==> src/rtl/rf_uart_dump_pkg.sv <==
// Shared constants, FSM encoding and hex helper for the register-file UART dumper.
package rf_uart_dump_pkg;

  localparam logic [7:0] ASCII_SP   = 8'h20;
  localparam logic [7:0] ASCII_CR   = 8'h0D;
  localparam logic [7:0] ASCII_LF   = 8'h0A;
  localparam logic [7:0] ASCII_HEX0 = 8'h30;
  localparam logic [7:0] ASCII_HEXA = 8'h41;

  localparam logic [3:0] LAST_BYTE_IDX = 4'd8;

  typedef enum logic [2:0] {
    ST_IDLE,
    ST_FETCH,
    ST_LATCH,
    ST_SEND,
    ST_NEXT
  } dump_state_t;

  function automatic logic [7:0] nibble_to_ascii(input logic [3:0] n);
    if (n < 4'd10) return ASCII_HEX0 + {4'h0, n};
    else           return ASCII_HEXA + {4'h0, n - 4'd10};
  endfunction

endpackage

==> src/rtl/dump_uart_tx.sv <==
// 8N1 UART serializer; ready rises in the final stop-bit cycle so bytes can be chained with no gap.
module dump_uart_tx #(
  parameter int DIV = 868
) (
  input  logic       clk,
  input  logic       rst,
  input  logic       valid,
  input  logic [7:0] data,
  output logic       ready,
  output logic       tx
);

  localparam int BW = (DIV > 1) ? $clog2(DIV) : 1;

  logic [BW-1:0] baud_cnt;
  logic [3:0]    bit_cnt;
  logic [8:0]    shreg;
  logic          active;
  logic          bit_end;

  assign bit_end = (baud_cnt == BW'(DIV - 1));
  assign ready   = !active || (bit_end && (bit_cnt == 4'd9));

  // tx is registered; bit_cnt names the bit on the line (0 start, 1..8 data, 9 stop)
  always_ff @(posedge clk or posedge rst) begin
    if (rst) begin
      baud_cnt <= '0;
      bit_cnt  <= 4'd0;
      shreg    <= '1;
      active   <= 1'b0;
      tx       <= 1'b1;
    end else if (valid && ready) begin
      baud_cnt <= '0;
      bit_cnt  <= 4'd0;
      shreg    <= {1'b1, data};
      active   <= 1'b1;
      tx       <= 1'b0;
    end else if (active) begin
      if (bit_end) begin
        baud_cnt <= '0;
        if (bit_cnt == 4'd9) begin
          active <= 1'b0;
          tx     <= 1'b1;
        end else begin
          tx      <= shreg[0];
          shreg   <= {1'b1, shreg[8:1]};
          bit_cnt <= bit_cnt + 4'd1;
        end
      end else begin
        baud_cnt <= baud_cnt + 1'b1;
      end
    end
  end

endmodule

==> src/rtl/rf_uart_dump.sv <==
// Walks every register-file entry and prints "AA DDDD\r\n" per entry over UART.
//   state | meaning
//   IDLE  | waiting for start
//   FETCH | ra driven, RF settling
//   LATCH | rd captured into word, byte 0 handed to serializer
//   SEND  | bytes 1..8 chained as serializer frees up
//   NEXT  | advance address or finish with done
module rf_uart_dump
  import rf_uart_dump_pkg::*;
#(
  parameter int CLK_HZ = 100000000,
  parameter int BAUD   = 115200,
  parameter int AW     = 5,
  parameter int DW     = 16,
  parameter int DEPTH  = 32
) (
  input  logic          clk,
  input  logic          rst,
  input  logic          start,
  output logic [AW-1:0] ra,
  input  logic [DW-1:0] rd,
  output logic          tx,
  output logic          busy,
  output logic          done
);

  localparam int DIV = CLK_HZ / BAUD;

  dump_state_t   state, state_nxt;
  logic [AW-1:0] addr, addr_nxt;
  logic [3:0]    byte_idx, idx_nxt;
  logic [DW-1:0] word;
  logic          load_word;
  logic          last_addr;
  logic          tx_valid;
  logic          tx_ready;
  logic [7:0]    tx_data;
  logic [3:0]    sel_idx;
  logic [7:0]    addr8;

  assign ra        = addr;
  assign last_addr = (addr == AW'(DEPTH - 1));
  assign addr8     = 8'(addr);

  always_ff @(posedge clk or posedge rst) begin
    if (rst) begin
      state    <= ST_IDLE;
      addr     <= '0;
      byte_idx <= 4'd0;
      word     <= '0;
    end else begin
      state    <= state_nxt;
      addr     <= addr_nxt;
      byte_idx <= idx_nxt;
      if (load_word) word <= rd;
    end
  end

  // byte 0 is issued from LATCH; later bytes are issued one ahead of byte_idx
  always_comb begin
    sel_idx = (state == ST_LATCH) ? 4'd0 : byte_idx + 4'd1;
    case (sel_idx)
      4'd0:    tx_data = nibble_to_ascii(addr8[7:4]);
      4'd1:    tx_data = nibble_to_ascii(addr8[3:0]);
      4'd2:    tx_data = ASCII_SP;
      4'd3:    tx_data = nibble_to_ascii(word[15:12]);
      4'd4:    tx_data = nibble_to_ascii(word[11:8]);
      4'd5:    tx_data = nibble_to_ascii(word[7:4]);
      4'd6:    tx_data = nibble_to_ascii(word[3:0]);
      4'd7:    tx_data = ASCII_CR;
      default: tx_data = ASCII_LF;
    endcase
  end

  always_comb begin
    state_nxt = state;
    addr_nxt  = addr;
    idx_nxt   = byte_idx;
    tx_valid  = 1'b0;
    load_word = 1'b0;
    done      = 1'b0;
    busy      = (state != ST_IDLE);
    case (state)
      ST_IDLE: begin
        if (start) begin
          state_nxt = ST_FETCH;
          addr_nxt  = '0;
        end
      end
      ST_FETCH: state_nxt = ST_LATCH;
      ST_LATCH: begin
        load_word = 1'b1;
        tx_valid  = 1'b1;
        idx_nxt   = 4'd0;
        state_nxt = ST_SEND;
      end
      ST_SEND: begin
        if (tx_ready) begin
          if (byte_idx == LAST_BYTE_IDX) begin
            state_nxt = ST_NEXT;
          end else begin
            tx_valid = 1'b1;
            idx_nxt  = byte_idx + 4'd1;
          end
        end
      end
      ST_NEXT: begin
        if (last_addr) begin
          // busy drops with done so a held start is accepted right here
          done     = 1'b1;
          busy     = 1'b0;
          addr_nxt = '0;
          state_nxt = start ? ST_FETCH : ST_IDLE;
        end else begin
          addr_nxt  = addr + 1'b1;
          state_nxt = ST_FETCH;
        end
      end
      default: state_nxt = ST_IDLE;
    endcase
  end

  dump_uart_tx #(.DIV(DIV)) u_tx (
    .clk   (clk),
    .rst   (rst),
    .valid (tx_valid),
    .data  (tx_data),
    .ready (tx_ready),
    .tx    (tx)
  );

endmodule

==> config.mk <==
export PLATFORM = sky130hd
export DESIGN_NAME = rf_uart_dump
export DESIGN_NICKNAME = d
export VERILOG_FILES = /design/src/rtl/rf_uart_dump_pkg.sv /design/src/rtl/dump_uart_tx.sv /design/src/rtl/rf_uart_dump.sv
export SDC_FILE = /design/constraint.sdc
export NUM_CORES = 1
export LEC_CHECK = 0
export ABC_CLOCK_PERIOD_IN_PS = 2280
export BUFFER_PORTS_ARGS = -buffer_cell sky130_fd_sc_hd__buf_2
export CAP_MARGIN = 20
export CELL_PAD_IN_SITES_DETAIL_PLACEMENT = 0
export CELL_PAD_IN_SITES_GLOBAL_PLACEMENT = 1
export CORE_MARGIN = 2
export CORE_UTILIZATION = 45
export CTS_BUF_LIST = sky130_fd_sc_hd__clkbuf_4 sky130_fd_sc_hd__clkbuf_8
export CTS_CLUSTER_SIZE = 24
export DETAILED_ROUTE_END_ITERATION = 6
export PLACE_DENSITY = 0.82
export SYNTH_ARGS = -nofsm -noshare
export SYNTH_HDL_FRONTEND = slang
export SYNTH_SLANG_ARGS = --single-unit
==> constraint.sdc <==
create_clock -name clk -period 2.28 [get_ports clk]
set_input_delay 0.228 -clock clk [delete_from_list [all_inputs] [get_ports clk]]
set_output_delay 0.228 -clock clk [all_outputs]
set_load 0.005 [all_outputs]
==> results of run 1 <==
-- area by class of cell --
cell class | instances | area [µm²] | share of cell area [%]
Multi-Input combinational cell | 307 | 2040 | 51.1
Sequential cell | 52 | 1310 | 32.9
Timing Repair Buffer | 48 | 314 | 7.87
Tap cell | 102 | 128 | 3.20
Clock buffer | 6 | 82.6 | 2.07
Inverter | 20 | 75.1 | 1.88
Clock inverter | 2 | 38.8 | 0.971
-- placed cells by master, fill, tap and decap left out, types with 8 or more instances in the layout --
| cell type | n |
|---|---|
| a21oi_1 | 19 |
| buf_2 | 26 |
| buf_4 | 19 |
| dfrtp_1 | 43 |
| dfstp_2 | 9 |
| ha_1 | 21 |
| inv_1 | 18 |
| nand2_1 | 70 |
| nand3_1 | 8 |
| nor2_1 | 22 |
| o21ai_0 | 36 |
| xnor2_1 | 9 |
| xor2_1 | 15 |
-- report_power, final --
| group | internal, W | total, W | switching [W] |
|---|---|---|---|
| sequential | 0.000937 | 0.000957 | 0.0000203 |
| combinational | 0.0000618 | 0.000140 | 0.0000779 |
| clock | 0.000359 | 0.000676 | 0.000317 |
-- metal layers --
metal  vias to the layer above  global-route usage [%]
met5                         -                       0
met4                         0                    4.48
met3                        11                    3.45
met2                        61                    34.1
met1                      1381                    25.4
li1                       1474                       -
-- sequential cells by signal, summed over array words and instances (netlist names) --
name and count:
ra 5, byte_idx 4, u_tx.shreg 8, word 16
u_tx.active 1, state 3, u_tx.bit_cnt 4, u_tx.tx 1
u_tx.baud_cnt 10
-- worst min-delay path: cells and delay by family --
family / cells / cell delay, ns
buf+inv: 1 / 0.07
simple gates: 2 / 0.08
-- cell families after synthesis --
family                   Yosys count
multiplexers                       6
AND/OR/NAND/NOR                  148
AO/OA/AOI/OAI                    106
XOR/XNOR                          24
adder cells (fa/ha/maj)           23
flip-flops                        52
buffers and inverters             35
-- stage by stage --
step / setup slack (ns) / power (W) / cells / util, % / cell area [µm²]
6_report: 0.114 / 0.00177 / 537 / 52.5 / 3990
4_1_cts: 0.0133 / 0.00179 / 534 / 51.9 / 3950
3_5_place_dp: 0.0361 / 0.00111 / 525 / 50.1 / 3810
5_1_grt: 0.0158 / 0.00185 / 537 / 52.5 / 3990
3_3_place_gp: 0.0688 / 0.00111 / 525 / 50.1 / 3810
2_1_floorplan: 0.174 / 0.00106 / 394 / - / 3490
-- how the worst max path moves through the flow --
| stage | slack [ns] | cells past startpoint | end | start |
|---|---|---|---|---|
| finish | 0.11 | 10 | u_tx.shreg[4]$_DFFE_PP1P_ | byte_idx[0]$_DFFE_PP0P_ |
| CTS | 0.01 | 8 | u_tx.shreg[2]$_DFFE_PP1P_ | byte_idx[0]$_DFFE_PP0P_ |
| global placement | 0.07 | 8 | u_tx.shreg[2]$_DFFE_PP1P_ | byte_idx[0]$_DFFE_PP0P_ |
| global route | 0.02 | 10 | u_tx.shreg[4]$_DFFE_PP1P_ | byte_idx[0]$_DFFE_PP0P_ |
| detailed placement | 0.04 | 8 | u_tx.shreg[2]$_DFFE_PP1P_ | byte_idx[0]$_DFFE_PP0P_ |
| floorplan | 0.17 | 8 | u_tx.shreg[4]$_DFFE_PP1P_ | byte_idx[0]$_DFFE_PP0P_ |
-- repair_timing --
item	CTS	global route
hold buffers	1	0
gates resized for setup	0	8
setup endpoints to repair	0	4
setup buffers	0	3
hold endpoints to repair	18	0
==> results.cfg, run 1 <==
[critical_path]
reg2reg_depth = 10
crit-reg2reg-launch = byte_idx[0]$_DFFE_PP0P_
cp_top_family = compound AO/OA/AOI/OAI gates
cpPeakStageDelay_ns = 0.37
critPathMaxFanout = 15
rrSetupSlack_ns = 0.11
crit_chain = buf_6 > ha_2 > nor2b_4 > or2_4 > nor4_4 > buf_4 > buf_4 > a221oi_1 > a21oi_1 > a221o_1
rr_endpoint = u_tx.shreg[4]$_DFFE_PP1P_
cpMostUsedCell = buf_4
slowest_stage = dfrtp_1
required_ns = 2.52
cp.buffers_inverters = 3
crit_path_end_kind = flip-flop
start_kind = flip-flop
path_class = flip-flop to flip-flop
cp.arrival_ns = 2.40

[placement]
routabilityCongestion = 0.904
dpl.hpwl_um = 5840
io_buffers = 26

[sta]
clock_skew_ns = 0.00826
holdWs_ns = 0.103
slew_viol_final = 0
hold_viol = 0
setup_viol = 0
fmax_mhz = 462
rsz0062_at_grt = false
finalCriticalPeriod_ns = 2.17
slew_headroom_pct = 56.7
tightest_slew_ns = 0.643
fin_crit_sh_pct = 95.0
final.setup.tns_ns = 0

[grt]
grt_pass1_vias = 2863
grt_start_max_net_pins = 40
grt_overflow = 0
grt_pass1_wl_um = 13500
groute.usage.overall_pct = 19.6
antenna_found_initial = 0

[yosys]
synth_top_family_by_area = simple AND/OR/NAND/NOR gates
synthMuxAreaShare_pct = 1.72
synth-xor-area-share_pct = 6.02
netlist_top_cells_count = nand2_1, dfrtp_1, o21ai_0, ha_1, nor2_1
synth_most_common_cell = nand2_1
synth.net_count = 436
yosys.area_share.simple_pct = 21.8
netlist.area_leader.share_pct = 30.8
synth_edf_count = 0
yosysWarnings = 0
synth_compound_area_share_pct = 20.1
ys_ff_latch = 52
ys.flop_type = dfrtp_1
synth_cells = 394
ys_seq_area_share_pct = 37.6
synth_fa_ha_area_share_pct = 8.24
synth_area_leader_cell = dfrtp_1
synth.top_cells.by_area = dfrtp_1, ha_1, nand2_1
syn_area_um2 = 3490
avgSynthCellArea_um2 = 8.86
yosysUniqueCellTypes = 69
synthArstFlopShare_pct = 100

[power_and_ir_drop]
ir_worst_vdd_mv = 0.240
p_leak_nw = 1.78
p_per_area_nw_per_um2 = 444

[routing]
routed.top_layer = met4
wl_met3_um = 308
drt_iter0_drc = 219
vias = 2927
wl_per_cell_um = 14.6
ant_nets = 0
routed-wl-met2_um = 3830
dr.pass1.iters = 4
drt-total-wl_um = 7840
met1_length_um = 3580
drc = 0
via_per_inst = 5.45

[final_layout]
diodes = 0
nFillCells = 745
drive_above_1_share_pct = 19.8
syn_to_final_growth_pct = 14.4
nets = 476

[min_path]
min_path_type = input pin to flip-flop
min_to = word[7]$_DFFE_PP0N_
hp-start = rd[7]
holdPathStages = 3

[clocking]
clock_path_buffers = 2
clk_latency_ns = 0.31
cts_root_buf = clkbuf_8
cts_sinks = 52
numCtsBuffers = 5
htreeDepth = 2
cts.clk_slew.worst_paths_ns = 0.10
cts_tree = yes

[die]
design.core.area_um2 = 7610
floorplan.initialDensity_pct = 45.9
io_pins = 27
die_y_um = 92.1
die_x_um = 92.1
rows = 32
dieArea_um2 = 8480

[job]
maxCapViolations = 0

[outcome]
status = complete, no violations
(Power assumes the default switching activity.)
==> run 2: changes to the inputs <==
Settings changed: MAX_ROUTING_LAYER set to met4.
==> results.cfg, run 2 (synthesis gave the netlist of run 1 again) <==
[power_and_ir_drop]
internal-power_w = 0.00136
power_frac_comb_pct = 7.9
power.switching_w = 0.000411
p_per_area_nw_per_um2 = 443
finalPower_w = 0.00177
p_leak_nw = 1.78
clkPwrFrac_pct = 38.0
pwr-share-seq_pct = 54.1
ir_worst_vdd_mv = 0.237
swShare_pct = 23.2

[routing]
drt-total-wl_um = 7780
wl_per_cell_um = 14.5
ant_nets = 0
drt_iter0_drc = 204
via_per_inst = 5.43
vias = 2916
dr.pass1.iters = 4
drc = 0

[final_layout]
largest_register_ffs = 16
nets = 476
top_register = word
post-route-util_pct = 52.5
mostFrequentLayoutCell = nand2_1
diodes = 0
syn_to_final_growth_pct = 14.4
layout_common_cells = nand2_1, dfrtp_1, o21ai_0, buf_2, nor2_1
drive_above_1_share_pct = 19.8
nFillCells = 745
fin_cells = 537
largestRegisters = word x16, u_tx.baud_cnt x10, u_tx.shreg x8

[sta]
hold_viol = 0
clock_skew_ns = 0.00908
holdWs_ns = 0.108
final.setup.tns_ns = 0
tightest_slew_ns = 0.623
fin_crit_sh_pct = 94.9
fmax_mhz = 462
setup_viol = 0
slew_headroom_pct = 58.0
slew_viol_final = 0
rsz0062_at_grt = false
finalCriticalPeriod_ns = 2.16

[clocking]
cts.clk_slew.worst_paths_ns = 0.09
htreeDepth = 2
cts_root_buf = clkbuf_8
cts_sinks = 52
cts_tree = yes
numCtsBuffers = 5
clk_latency_ns = 0.31
clock_path_buffers = 2

[critical_path]
crit_path_start = byte_idx[0]$_DFFE_PP0P_
cpMostUsedCell = buf_4
start_kind = flip-flop
path_class = flip-flop to flip-flop
cp_top_family = compound AO/OA/AOI/OAI gates
slowest_stage = dfrtp_1
required_ns = 2.51
crit_chain = buf_6 > ha_2 > nor2b_4 > or2_4 > nor4_4 > buf_4 > buf_4 > a221oi_1 > a21oi_1 > a221o_1
crit_path_end_kind = flip-flop
crit-reg2reg-launch = byte_idx[0]$_DFFE_PP0P_
cpPeakStageDelay_ns = 0.38
cp.arrival_ns = 2.40
cp.buffers_inverters = 3
critPathMaxFanout = 15

[grt]
grt_pass1_vias = 2857
antenna_found_initial = 0
grt_overflow = 0
groute.usage.overall_pct = 20.2
grt_start_max_net_pins = 40
grt_pass1_wl_um = 13500

[die]
io_pins = 27
dieArea_um2 = 8480
rows = 32
floorplan.initialDensity_pct = 45.9
die_y_um = 92.1
design.core.area_um2 = 7610
die_x_um = 92.1

[placement]
dp_cells = 525
routabilityCongestion = 0.919
io_buffers = 26
dpl.hpwl_um = 5840

[job]
maxCapViolations = 0

[min_path]
min_path_type = input pin to flip-flop
hp-start = rd[7]

[outcome]
status = complete, no violations
run 2: cell counts in the layout (fill, tap and decap cells not counted):
No cell type changed its count.
run 2: layout make-up:
type / instances / area (µm²) / share of cell area (%)
Clock buffer: 6 / 82.6 / 2.07
Sequential cell: 52 / 1310 / 32.9
Multi-Input combinational cell: 307 / 2040 / 51.1
Timing Repair Buffer: 48 / 314 / 7.87
Tap cell: 102 / 128 / 3.20
Clock inverter: 2 / 38.8 / 0.971
Inverter: 20 / 75.1 / 1.88
run 2: through the flow:
stage,instance area (µm²),setup slack (ns)
after detailed placement,3810,0.0361
after global routing,3990,0.0134
final,3990,0.117
after CTS,3950,0.0133
after global placement,3810,0.0688
after floorplan,3490,0.174
run 2: layer usage:
layer | vias up | GRT usage (%) | part of all wire (%)
met5 | - | - | 0
met4 | 0 | 4.48 | 0.90
met3 | 8 | 3.45 | 3.6
met2 | 57 | 33.9 | 49
met1 | 1376 | 25.7 | 46
li1 | 1475 | - | -
run 2: final timing paths:
check / end / slack [ns] / cells after the start
min: word[7]$_DFFE_PP0N_ / 0.11 / 3
min reg2reg: u_tx.bit_cnt[3]$_DFFE_PP0P_ / 0.50 / 1
max reg2reg: u_tx.shreg[4]$_DFFE_PP1P_ / 0.12 / 10
max in group asynchronous: u_tx.shreg[1]$_DFFE_PP1P_ / 1.11 / 4
max: u_tx.shreg[4]$_DFFE_PP1P_ / 0.12 / 10
min in group asynchronous: u_tx.baud_cnt[2]$_DFFE_PP0P_ / 0.48 / 3
run 2: worst register-to-register path, stage by stage (launching register included):
cell,delay [ns]
dfrtp_1,0.38
buf_6,0.17
ha_2,0.25
nor2b_4,0.17
or2_4,0.15
nor4_4,0.05
buf_4,0.15
buf_4,0.13
a221oi_1,0.28
a21oi_1,0.11
a221o_1,0.26
run 2: what timing repair did:
| action | in CTS | in global routing |
|---|---|---|
| hold buffers | 1 | 0 |
| gates resized for setup | 0 | 8 |
| buffers inserted | 0 | 3 |
| endpoints found under the setup margin | 0 | 4 |
| endpoints found under the hold margin | 18 | 0 |
run 2: power by group through the flow:
stage / Combinational (W) / Sequential [W] / Clock (W)
global placement: 0.000137 / 0.000973 / 0
floorplan: 0.0000946 / 0.000968 / 0
global route: 0.000160 / 0.000960 / 0.000736
CTS: 0.000142 / 0.000957 / 0.000697
finish: 0.000140 / 0.000957 / 0.000672
detailed placement: 0.000139 / 0.000974 / 0
